<file path="src/rtl/vx_tcu_drl_exp_align.sv">
// TCU DRL max-exponent and alignment-shift stage.
// Two-stage elastic pipeline: S1 finds the max exponent, S2 derives saturated shifts.
module vx_tcu_drl_exp_align #(
    parameter int N       = 2,
    parameter int TCK     = 2 * N,
    parameter int EXP_W   = 10,
    parameter int SHIFT_W = 6,
    parameter int TAG_W   = 8
) (
    input  logic                         clk,
    input  logic                         reset,
    input  logic                         valid_in,
    output logic                         ready_in,
    input  logic [(TCK+1)*EXP_W-1:0]     raw_exp_y,
    input  logic [TCK:0]                 term_zero,
    input  logic [TAG_W-1:0]             tag_in,
    output logic                         valid_out,
    input  logic                         ready_out,
    output logic [EXP_W-1:0]             max_exp,
    output logic [(TCK+1)*SHIFT_W-1:0]   shift_amt,
    output logic [TCK:0]                 term_live,
    output logic                         all_zero,
    output logic [TAG_W-1:0]             tag_out
);
    localparam int TERMS = TCK + 1;
    localparam int LVLS  = $clog2(TERMS);
    localparam logic [EXP_W-1:0]   SAT_E = EXP_W'((1 << SHIFT_W) - 1);
    localparam logic [SHIFT_W-1:0] SAT_S = '1;

    // Pairwise reduction, one level per iteration, keeps the tree balanced.
    function automatic logic [EXP_W-1:0] tree_max(input logic [TERMS*EXP_W-1:0] v);
        logic [EXP_W-1:0] node [TERMS];
        int cnt;
        for (int i = 0; i < TERMS; i++) node[i] = v[i*EXP_W +: EXP_W];
        cnt = TERMS;
        for (int l = 0; l < LVLS; l++) begin
            for (int i = 0; i < TERMS; i++) begin
                if (2*i + 1 < cnt)
                    node[i] = (node[2*i] > node[2*i+1]) ? node[2*i] : node[2*i+1];
                else if (2*i < cnt)
                    node[i] = node[2*i];
            end
            cnt = (cnt + 1) / 2;
        end
        return node[0];
    endfunction

    logic                      v1, v2;
    logic                      s1_adv, s2_adv;
    logic [TERMS*EXP_W-1:0]    me_n, me_q;
    logic [EXP_W-1:0]          mx_n, mx_q;
    logic [TCK:0]              tz_q;
    logic [TAG_W-1:0]          tag_q;

    logic [EXP_W-1:0]          d;
    logic [TERMS*SHIFT_W-1:0]  sh_n;
    logic [TCK:0]              live_n;
    logic                      az_n;
    logic [EXP_W-1:0]          mxo_n;

    assign s2_adv    = ~v2 | ready_out;
    assign s1_adv    = ~v1 | s2_adv;
    assign ready_in  = s1_adv;
    assign valid_out = v2;

    always_comb begin
        me_n = '0;
        for (int i = 0; i < TERMS; i++)
            me_n[i*EXP_W +: EXP_W] = term_zero[i] ? '0 : raw_exp_y[i*EXP_W +: EXP_W];
        mx_n = tree_max(me_n);
    end

    // Zeroed terms carry me=0 <= mx, so d never wraps.
    always_comb begin
        d      = '0;
        sh_n   = '0;
        live_n = '0;
        az_n   = &tz_q;
        mxo_n  = az_n ? '0 : mx_q;
        for (int i = 0; i < TERMS; i++) begin
            d = mx_q - me_q[i*EXP_W +: EXP_W];
            sh_n[i*SHIFT_W +: SHIFT_W] =
                (tz_q[i] | (d >= SAT_E)) ? SAT_S : d[SHIFT_W-1:0];
            live_n[i] = ~tz_q[i] & (d < SAT_E);
        end
    end

    always_ff @(posedge clk) begin
        if (reset) begin
            v1        <= 1'b0;
            v2        <= 1'b0;
            me_q      <= '0;
            mx_q      <= '0;
            tz_q      <= '0;
            tag_q     <= '0;
            max_exp   <= '0;
            shift_amt <= '0;
            term_live <= '0;
            all_zero  <= 1'b0;
            tag_out   <= '0;
        end else begin
            if (s1_adv) v1 <= valid_in;
            if (s2_adv) v2 <= v1;
            if (valid_in & s1_adv) begin
                me_q  <= me_n;
                mx_q  <= mx_n;
                tz_q  <= term_zero;
                tag_q <= tag_in;
            end
            if (v1 & s2_adv) begin
                max_exp   <= mxo_n;
                shift_amt <= sh_n;
                term_live <= live_n;
                all_zero  <= az_n;
                tag_out   <= tag_q;
            end
        end
    end
endmodule
</file>
<file path="config.mk">
export PLATFORM = sky130hd
export DESIGN_NAME = vx_tcu_drl_exp_align
export DESIGN_NICKNAME = d
export VERILOG_FILES = /design/src/rtl/vx_tcu_drl_exp_align.sv
export SDC_FILE = /design/constraint.sdc
export NUM_CORES = 1
export LEC_CHECK = 0
export BUFFER_PORTS_ARGS = -buffer_cell sky130_fd_sc_hd__buf_2
export CORE_MARGIN = 8
export CORE_UTILIZATION = 58
export DETAILED_ROUTE_END_ITERATION = 10
export PLACE_DENSITY = 0.9
export REMOVE_ABC_BUFFERS = 1
export SKIP_LAST_GASP = 1
export SLEW_MARGIN = 20
export SYNTH_ARGS = -nofsm -noshare
export SYNTH_HDL_FRONTEND = slang
export SYNTH_SLANG_ARGS = --single-unit
</file>
<file path="constraint.sdc">
create_clock -name clk -period 8.8 [get_ports clk]
set_input_delay 1.76 -clock clk [delete_from_list [all_inputs] [get_ports clk]]
set_output_delay 1.76 -clock clk [all_outputs]
set_load 0.02 [all_outputs]
</file>
==> qor.csv, run 1 <==
stage,metric,value,unit
yosys,yosysMostFrequentCell,nand2_1,
drt,ant_nets,0,
min_path,min_path_type,register to register,
layout,final_net_count,1318,
power,p_leak,0.00419,uW
yosys,synth_edf_count,0,
cts,cts_root_buf,clkbuf_16,
cts,cts_hold_buf,0,
setup_path,critPathKind,input port to register,
layout,diodes,0,
yosys,ys_seq_area_share,30.8,%
setup_path,worstPathRequired,9.13,ns
drt,dr.pass1.iters,5,
cts,cts_resized,0,
min_path,min_from,tag_out[3],
floorplanning,core_area,14300,um2
yosys,yosysTopAreaCellShare,30.8,%
placement,gp_congestion,1.01,
grt,track_usage,25.6,%
yosys,ys_seq_elements,129,
grt,grt-ovfl-total,0,
flow_run,drv_cap,0,
floorplanning,std_cell_rows,44,
layout,drive_above_1_share,15.4,%
setup_path,cp-end-kind,register,
cts,postCtsSetupBuffers,0,
sta,worstMarginPinSlew,1.15,ns
grt,antenna_found_initial,0,
sta,hold_viol_final,0,
setup_path,path_max_fanout,13,
floorplanning,die_w,136,um
grt,grt_pass1_vias,7645,
min_path,hold_end,tag_out[3],
setup_path,critPathLaunchType,input port,
status,outcome,finished clean,
yosys,netlist.top_cell.by_area,dfxtp_1,
grt,grt_max_degree,75,
sta,finalSetupTns,0,ns
cts,clk_pin_slew,0.06,ns
setup_path,rrSetupSlack,5.40,ns
yosys,syn-instance-count,1059,
setup_path,r2r-start,mx_q[0],
drt,drc_errors,0,
min_path,min_path_cells,2,
layout,syn_to_final_growth,15.5,%
drt,vias,8048,
sta,maxSlewViolCount,0,
yosys,syn_avg_cell_area,7.91,um2
sta,setup_viol,0,
power,peakVddDrop,0.165,mV
cts,cts_sinks,129,
setup_path,r2r_end,shift_amt[1],
cts,cts_buffer_depth,2,
drt,drt_wl_total,24100,um
sta,rsz0062_at_grt,false,
cts,clk_latency,0.43,ns
sta,fmax,0.141,GHz
yosys,async_reset_ff_share,0,%
yosys,synth-main-ff-cell,dfxtp_1,
power,p_per_area,224,nW/um2
floorplanning,initial_core_util,58.5,%
grt,grt_pass1_wl,38100,um
drt,avgViaCountPerCell,5.91,
cts,tritoncts,yes,
cts,cts.htree.levels,4,
setup_path,reg2regPathDepth,11,
sta,skew,0.0109,ns
yosys,synth_common_cells,"141 x nand2_1, 136 x a21oi_1, 129 x dfxtp_1",
sta,max_slew_margin,22.7,%
drt,drt_iter0_drc,811,
placement,io_buffers,122,
placement,hpwl,17300,um
drt,wl_per_cell,17.7,um
setup_path,cp.arrival,7.43,ns
cts,numCtsBuffers,17,
floorplanning,die_area,18500,um2
yosys,ys_types,67,
sta,fin_crit,7.10,ns
yosys,ys_warn_count,0,
sta,min_period_over_period,80.7,%
floorplanning,die_h,136,um
yosys,synth_area_leaders,"dfxtp_1 31%, ha_1 12%, a21oi_1 8.1%, nand2_1 6.3%, inv_1 4.4%",
yosys,syn-cell-area,8380,um2
power,power,2170,uW
floorplanning,io_pins,123,
==> worst max-delay path, cell delays in order <==
cell and delay (ns):
buf_2 0.19, nor2b_1 0.20, inv_1 0.09, ha_1 0.32
and4_1 0.26, nand3_1 0.12, nor4_1 0.21, a2111oi_0 0.12
a21oi_1 0.16, buf_4 0.25, mux2i_1 0.34, inv_1 0.09
ha_1 0.31, and4_1 0.23, a21oi_1 0.12, a21boi_0 0.09
o21ai_1 0.12, buf_4 0.24, mux2_2 0.36, ha_1 0.19
inv_1 0.05, a21oi_1 0.06, o221ai_1 0.17, a21oi_1 0.14
o21ai_1 0.60, o221ai_1 0.35, a221oi_1 0.28
==> registers in the layout, summed over array words and instances (netlist names) <==
| register | cells |
|---|---|
| tz_q | 5 |
| v1 | 1 |
| term_live | 5 |
| valid_out | 1 |
| max_exp | 10 |
| me_q | 50 |
| tag_out | 8 |
| shift_amt | 30 |
| tag_q | 8 |
| all_zero | 1 |
| mx_q | 10 |
==> area by class of cell <==
type / count / area (um2)
multi-input cells: 786 / 5260
well taps: 184 / 230
clock inverters: 14 / 121
flip-flops and latches: 129 / 2580
inverters: 100 / 375
clock buffers: 18 / 429
fillers: 1163 / 4640
repair buffers: 131 / 678
==> routing by layer <==
layer  track usage (%)  wire length, um  vias up  part of all wire [%]
met5                 0                0        -                     0
met4              11.2              817        0                   3.4
met3              5.62             2430       76                    10
met2              40.5            10900      418                    45
met1              33.0             9950     3657                    41
li1                  -                -     3897                     -
==> layout by cell type, fill, tap and decap left out, types with 11 or more instances in the layout <==
master and n:
nor2b_1 51, mux2i_1 33, a21o_1 12, nand2b_1 15
o21a_1 19, o221ai_1 12, a21oi_1 136, dfxtp_1 129
inv_1 99, xor2_1 13, clkbuf_16 17, xnor2_1 17
nor2_1 67, nor3_1 11, nand2_1 140, buf_2 122
o21ai_0 52, ha_1 81
==> worst max path at each step <==
stage	end	slack (ns)	cells past startpoint	from
after global routing	mx_q[9]	1.25	27	term_zero[1]
after CTS	mx_q[2]	1.83	26	term_zero[1]
final	mx_q[9]	1.70	27	term_zero[1]
after floorplan	mx_q[0]	1.04	23	raw_exp_y[18]
after global placement	mx_q[1]	1.72	26	term_zero[1]
after detailed placement	mx_q[2]	1.42	26	term_zero[1]
==> cell families after synthesis <==
family                     count (synthesis)  synth area share (%)
AOI/OAI and AO/OA                        313                  23.7
xor gates and xnor gates                  30                  3.14
adders and majority gates                 87                  13.4
buffers and inverters                    144                  6.56
DFF                                      129                  30.8
muxes                                     35                  4.21
and+or+nand+nor                          321                  18.1
==> report_power, final <==
part	switching, uW	total, uW	internal (uW)	leakage (uW)
clock	291	659	368	0.000254
sequential	57.6	683	625	0.00106
combinational	479	825	346	0.00287
total	827	2170	1340	0.00419
==> per-stage QoR <==
stage	cell area, um2	hold WS, ns	std cells	utilization [%]	setup slack, ns
2_1_floorplan	8200	0.426	1015	-	1.04
3_3_place_gp	9120	0.437	1330	63.7	1.72
3_5_place_dp	9120	0.444	1330	63.7	1.42
4_1_cts	9670	0.452	1362	67.6	1.83
5_1_grt	9670	0.467	1362	67.6	1.25
6_report	9670	0.452	1362	67.6	1.70
Power figures use the tool's default switching activity.
==> run 2, diff against run 1 <==
==> constraint.sdc (replaced) <==
create_clock -name clk -period 6.7 [get_ports clk]
set_input_delay 1.34 -clock clk [delete_from_list [all_inputs] [get_ports clk]]
set_output_delay 1.34 -clock clk [all_outputs]
set_load 0.02 [all_outputs]
==> qor.csv, run 2 (synthesis gave the netlist of run 1 again) <==
stage,metric,value,unit,change
cts,cts.htree.levels,4,,unchanged
setup_path,slowest_stage,mux2_2,,was o21ai_1
min_path,min_from,tag_out[6],,was tag_out[3]
drt,drc_errors,0,,unchanged
layout,diodes,0,,unchanged
cts,cts_root_buf,clkbuf_16,,unchanged
layout,largest_register,me_q,,unchanged
placement,dp_cells,1349,,was 1330
sta,fin_crit,6.26,ns,
setup_path,worstPathRequired,7.02,ns,was 9.13 ns
setup_path,critPathTopFamily,compound AO/OA/AOI/OAI gates,,unchanged
min_path,hold_end,tag_out[6],,was tag_out[3]
sta,setup_viol,0,,unchanged
placement,dpl_worst_slack,-0.0782,ns,was 1.42 ns
flow_run,drv_cap,0,,unchanged
sta,setup_slack,0.439,ns,was 1.70 ns
layout,final_common_cell,nand2_1,,unchanged
placement,hpwl,17900,um,was 17300 um
grt,grt-ovfl-total,0,,unchanged
floorplanning,die_w,136,um,unchanged
placement,placed_cell_area,9280,um2,was 9120 um2
sta,fmax,0.160,GHz,
drt,wl_per_cell,18.6,um,was 17.7 um
grt,grt_pass1_wl,40500,um,was 38100 um
layout,syn_to_final_growth,18.5,%,was 15.5%
grt,grt_pass1_vias,8091,,was 7645
layout,final_area,9930,um2,was 9670 um2
setup_path,critPathBufInv,6,,unchanged
layout,final_net_count,1337,,was 1318
grt,grt_max_degree,66,,was 75
drt,drt_iter0_drc,855,,was 811
min_path,min_path_type,register to register,,unchanged
layout,final_cell_mix,"140 x nand2_1, 135 x a21oi_1, 129 x dfxtp_1",,"was 140 x nand2_1, 136 x a21oi_1, 129 x dfxtp_1"
setup_path,critPathKind,input port to register,,unchanged
layout,drive_above_1_share,17.0,%,was 15.4%
drt,dr.pass1.iters,8,,was 5
cts,numCtsBuffers,17,,unchanged
sta,hold_viol_final,0,,unchanged
power,peakVddDrop,0.232,mV,was 0.165 mV
layout,finalNonFillerCells,1379,,was 1362
cts,cts_sinks,129,,unchanged
setup_path,reg2regPathDepth,11,,unchanged
layout,largest_registers,"me_q: 50 flops, shift_amt: 30 flops",,unchanged
drt,avgViaCountPerCell,6.12,,was 5.91
floorplanning,core_area,14300,um2,unchanged
floorplanning,die_area,18500,um2,unchanged
setup_path,rrSetupSlack,3.34,ns,was 5.40 ns
sta,max_slew_margin,45.5,%,was 22.7%
grt,track_usage,27.4,%,was 25.6%
setup_path,path_max_fanout,12,,was 13
placement,io_buffers,122,,unchanged
drt,vias,8433,,was 8048
cts,clk_latency,0.43,ns,about the same
cts,clk_pin_slew,0.06,ns,about the same
floorplanning,std_cell_rows,44,,unchanged
sta,maxSlewViolCount,0,,unchanged
status,outcome,finished clean,,unchanged
cts,tritoncts,yes,,unchanged
setup_path,critPathLaunchType,input port,,unchanged
cts,cts_buffer_depth,2,,unchanged
min_path,min_path_cells,2,,unchanged
cts,postCtsSetupBuffers,0,,unchanged
grt,antenna_found_initial,0,,unchanged
placement,gp_congestion,0.975,,was 1.01
setup_path,r2r_end,shift_amt[4],,was shift_amt[1]
sta,rsz0062_at_grt,true,,was false
sta,worstMarginPinSlew,0.817,ns,was 1.15 ns
power,p_per_area,305,nW/um2,was 224 nW/um2
drt,ant_nets,0,,unchanged
floorplanning,die_h,136,um,unchanged
floorplanning,initial_core_util,58.5,%,unchanged
setup_path,cp-end-kind,register,,unchanged
layout,largest_reg_flops,50,,unchanged
setup_path,cp.arrival,6.58,ns,was 7.43 ns
power,p_leak,0.00432,uW,was 0.00419 uW
drt,drt_wl_total,25700,um,was 24100 um
sta,skew,0.00575,ns,was 0.0109 ns
floorplanning,io_pins,123,,unchanged
sta,min_period_over_period,93.4,%,
setup_path,crit_cells,27,,unchanged
setup_path,r2r-start,mx_q[0],,unchanged
setup_path,cp_slowest_stage_delay,0.34,ns,was 0.60 ns
[run 2: cell types whose count changed in the layout (fill, tap and decap cells not counted), moves of 2 or more]
cell        before  now
buf_4            9   27
bufinv_16        0    4
inv_6            5    1
clkbuf_8         0    2
clkinv_2         0    2
clkinv_4         2    0
clkinvlp_4       5    3
inv_8            2    0
[run 2: routing by layer]
metal | track usage [%] | wire length [um] | vias up
li1 | - | - | 3939
met1 | 33.5 | 10200 | 3895
met2 | 43.6 | 11600 | 466
met3 | 5.58 | 2460 | 133
met4 | 16.5 | 1430 | 0
met5 | 0 | 0 | -
[run 2: worst reg2reg max path, cell delays in order, from the launching register on]
cell and delay (ns):
dfxtp_1 0.33, inv_1 0.27, ha_1 0.25, inv_1 0.06
fa_1 0.42, a211oi_1 0.31, o21bai_1 0.14, a2111oi_0 0.59
nor4_1 0.16, a2111oi_4 0.39, and2b_1 0.25, a21oi_1 0.08
[run 2: stage by stage]
step	hold WS [ns]	setup TNS [ns]	total power, uW	utilization (%)
final	0.452	0	3030	69.4
after CTS	0.451	0	2990	69.1
after global placement	0.437	0	1950	64.8
after global routing	0.467	-0.193	3170	69.4
after floorplan	0.426	-6.35	1690	-
after detailed placement	0.444	-0.510	1990	64.8
[run 2: worst max path at each step]
stage / start / to / slack (ns)
floorplan: raw_exp_y[18] / mx_q[0] / -0.64
global placement: term_zero[1] / mx_q[7] / 0.16
detailed placement: term_zero[1] / mx_q[3] / -0.08
CTS: term_zero[1] / mx_q[9] / 0.28
global route: term_zero[1] / mx_q[4] / -0.07
finish: term_zero[1] / mx_q[3] / 0.44
[run 2: area by class of cell]
type	count	area [um2]
clock inverter	9	156
multi-input combinational	786	5290
clock buffer	21	460
sequential	129	2580
fill	1110	4390
tap	184	230
timing repair buffer	150	833
inverter	100	377
[run 2: where the power goes]
group / leakage (uW) / switching, uW / internal (uW)
combinational: 0.00297 / 676 / 483
sequential: 0.00106 / 77.8 / 822
clock: 0.000292 / 336 / 637
total: 0.00432 / 1090 / 1940
[run 2: what timing repair did]
item,4_1_cts,5_1_grt
hold buffers,0,0
resized for setup,0,6
endpoints found under the setup margin,0,10
==> run 3, diff against run 2 <==
--- a/config.mk
+++ b/config.mk
@@ -5,7 +5,7 @@
 export SDC_FILE = /design/constraint.sdc
 export NUM_CORES = 1
 export LEC_CHECK = 0
-export BUFFER_PORTS_ARGS = -buffer_cell sky130_fd_sc_hd__buf_2
+export BUFFER_PORTS_ARGS = -buffer_cell sky130_fd_sc_hd__buf_4
 export CORE_MARGIN = 8
 export CORE_UTILIZATION = 58
 export DETAILED_ROUTE_END_ITERATION = 10
==> qor.csv, run 3 (synthesis gave the netlist of run 1 again) <==
stage,metric,value,unit,change
cts,cts_hold_buf,0,,unchanged
grt,track_usage,26.3,%,was 27.4%
sta,fin_crit,6.23,ns,was 6.26 ns
layout,final_net_count,1336,,was 1337
sta,maxSlewViolCount,0,,unchanged
floorplanning,die_h,136,um,unchanged
floorplanning,initial_core_util,58.5,%,unchanged
power,p_leak,0.00436,uW,was 0.00432 uW
cts,cts_sinks,129,,unchanged
floorplanning,std_cell_rows,44,,unchanged
drt,drc_errors,0,,unchanged
drt,drt_iter0_drc,874,,was 855
layout,syn_to_final_growth,21.3,%,was 18.5%
sta,fmax,0.160,GHz,about the same
sta,rsz0062_at_grt,false,,was true
sta,skew,0.0105,ns,was 0.00575 ns
flow_run,drv_cap,0,,unchanged
setup_path,worstPathRequired,6.96,ns,was 7.02 ns
layout,largest_registers,"me_q: 50 flops, shift_amt: 30 flops",,unchanged
placement,dp_cells,1348,,was 1349
layout,final_common_cell,buf_4,,was nand2_1
grt,grt_pass1_wl,39000,um,was 40500 um
power,peakVddDrop,0.223,mV,was 0.232 mV
cts,clk_latency,0.43,ns,about the same
grt,grt_max_degree,64,,was 66
layout,finalNonFillerCells,1379,,unchanged
setup_path,critPathKind,input port to register,,unchanged
sta,worstMarginPinSlew,1.13,ns,was 0.817 ns
sta,whs,0.454,ns,was 0.452 ns
setup_path,critPathLaunchType,input port,,unchanged
setup_path,cp.arrival,6.49,ns,was 6.58 ns
floorplanning,die_area,18500,um2,unchanged
cts,tritoncts,yes,,unchanged
drt,avgViaCountPerCell,5.94,,was 6.12
drt,wl_per_cell,17.8,um,was 18.6 um
sta,setup_viol,0,,unchanged
status,outcome,finished clean,,unchanged
cts,cts_buffer_depth,2,,unchanged
layout,drive_above_1_share,17.0,%,unchanged
placement,io_buffers,122,,unchanged
cts,postCtsSetupBuffers,0,,unchanged
setup_path,cp-end-kind,register,,unchanged
grt,grt-ovfl-total,0,,unchanged
cts,clk_pin_slew,0.06,ns,about the same
min_path,min_path_type,register to register,,unchanged
setup_path,path_max_fanout,13,,was 12
drt,dr.pass1.iters,5,,was 8
floorplanning,core_area,14300,um2,unchanged
drt,drt_wl_total,24500,um,was 25700 um
sta,hold_viol_final,0,,unchanged
grt,antenna_found_initial,0,,unchanged
layout,final_cell_mix,"149 x buf_4, 140 x nand2_1, 135 x a21oi_1",,"was 140 x nand2_1, 135 x a21oi_1, 129 x dfxtp_1"
drt,vias,8189,,was 8433
cts,cts.htree.levels,4,,unchanged
cts,cts_root_buf,clkbuf_16,,unchanged
layout,diodes,0,,unchanged
placement,hpwl,17700,um,was 17900 um
power,p_per_area,291,nW/um2,was 305 nW/um2
grt,grt_pass1_vias,7820,,was 8091
layout,largest_reg_flops,50,,unchanged
sta,max_slew_margin,24.6,%,was 45.5%
power,power,2960,uW,was 3030 uW
layout,fin_util,71.0,%,was 69.4%
sta,min_period_over_period,93.0,%,was 93.4%
floorplanning,io_pins,123,,unchanged
layout,largest_register,me_q,,unchanged
placement,gp_congestion,0.948,,was 0.975
cts,numCtsBuffers,17,,unchanged
floorplanning,die_w,136,um,unchanged
drt,ant_nets,0,,unchanged
==> run 3: what timing repair did <==
item | in CTS | in global routing
setup endpoints to repair | 0 | 10
endpoints found under the hold margin | 0 | 0
gates resized for setup | 0 | 5
==> run 3: area by class of cell <==
| cell class | count | area, um2 |
|---|---|---|
| Multi-Input combinational cell | 786 | 5280 |
| Timing Repair Buffer | 149 | 1120 |
| Fill cell | 1153 | 4150 |
| Sequential cell | 129 | 2580 |
| Clock inverter | 14 | 156 |
| Tap cell | 184 | 230 |
| Clock buffer | 17 | 425 |
| Inverter | 100 | 375 |
==> run 3: worst paths after layout <==
| path | from | endpoint | slack, ns | cells after the start |
|---|---|---|---|---|
| worst max register to register | mx_q[0] | shift_amt[13] | 3.33 | 11 |
| worst max-delay path | term_zero[1] | mx_q[3] | 0.47 | 28 |
| worst min register to register | tag_q[0] | tag_out[0] | 0.45 | 2 |
| worst min-delay path | tag_q[0] | tag_out[0] | 0.45 | 2 |
==> run 3: layer usage <==
metal / global-route usage [%] / wire length, um / vias up / part of all wire [%]
li1: - / - / 3938 / -
met1: 33.5 / 10400 / 3801 / 42
met2: 41.3 / 11100 / 364 / 45
met3: 5.03 / 2040 / 86 / 8.3
met4: 14.2 / 1080 / 0 / 4.4
met5: 0 / 0 / - / 0
==> run 3: critical path, cell delays in order <==
cell and delay, ns:
buf_4 0.16, nor2b_1 0.18, inv_1 0.09, ha_1 0.31
and4_1 0.24, nand3_1 0.12, nor4_1 0.18, a2111oi_0 0.10
a21oi_1 0.21, buf_4 0.23, mux2i_1 0.26, inv_1 0.07
ha_1 0.30, a21oi_1 0.13, nor2b_1 0.05, o21ai_0 0.18
a21boi_0 0.12, o21ai_1 0.13, buf_4 0.24, mux2i_1 0.22
ha_1 0.27, a21o_1 0.16, a21oi_1 0.15, o221ai_1 0.15
a21oi_2 0.31, o21ai_4 0.16, o221ai_1 0.30, a221oi_1 0.10
==> run 3: where the power goes <==
part	internal, uW	total (uW)	switching [uW]
Sequential	822	901	79.8
Clock	551	919	368
Combinational	497	1140	639
Total	1870	2960	1090
==> run 3: through the flow <==
stage / cell area [um2] / worst slack [ns] / TNS, ns
floorplan: 8200 / -0.635 / -6.35
global placement: 9560 / 0.192 / 0
detailed placement: 9560 / -0.0427 / -0.199
CTS: 10100 / 0.315 / 0
global route: 10200 / 0.107 / 0
finish: 10200 / 0.466 / 0
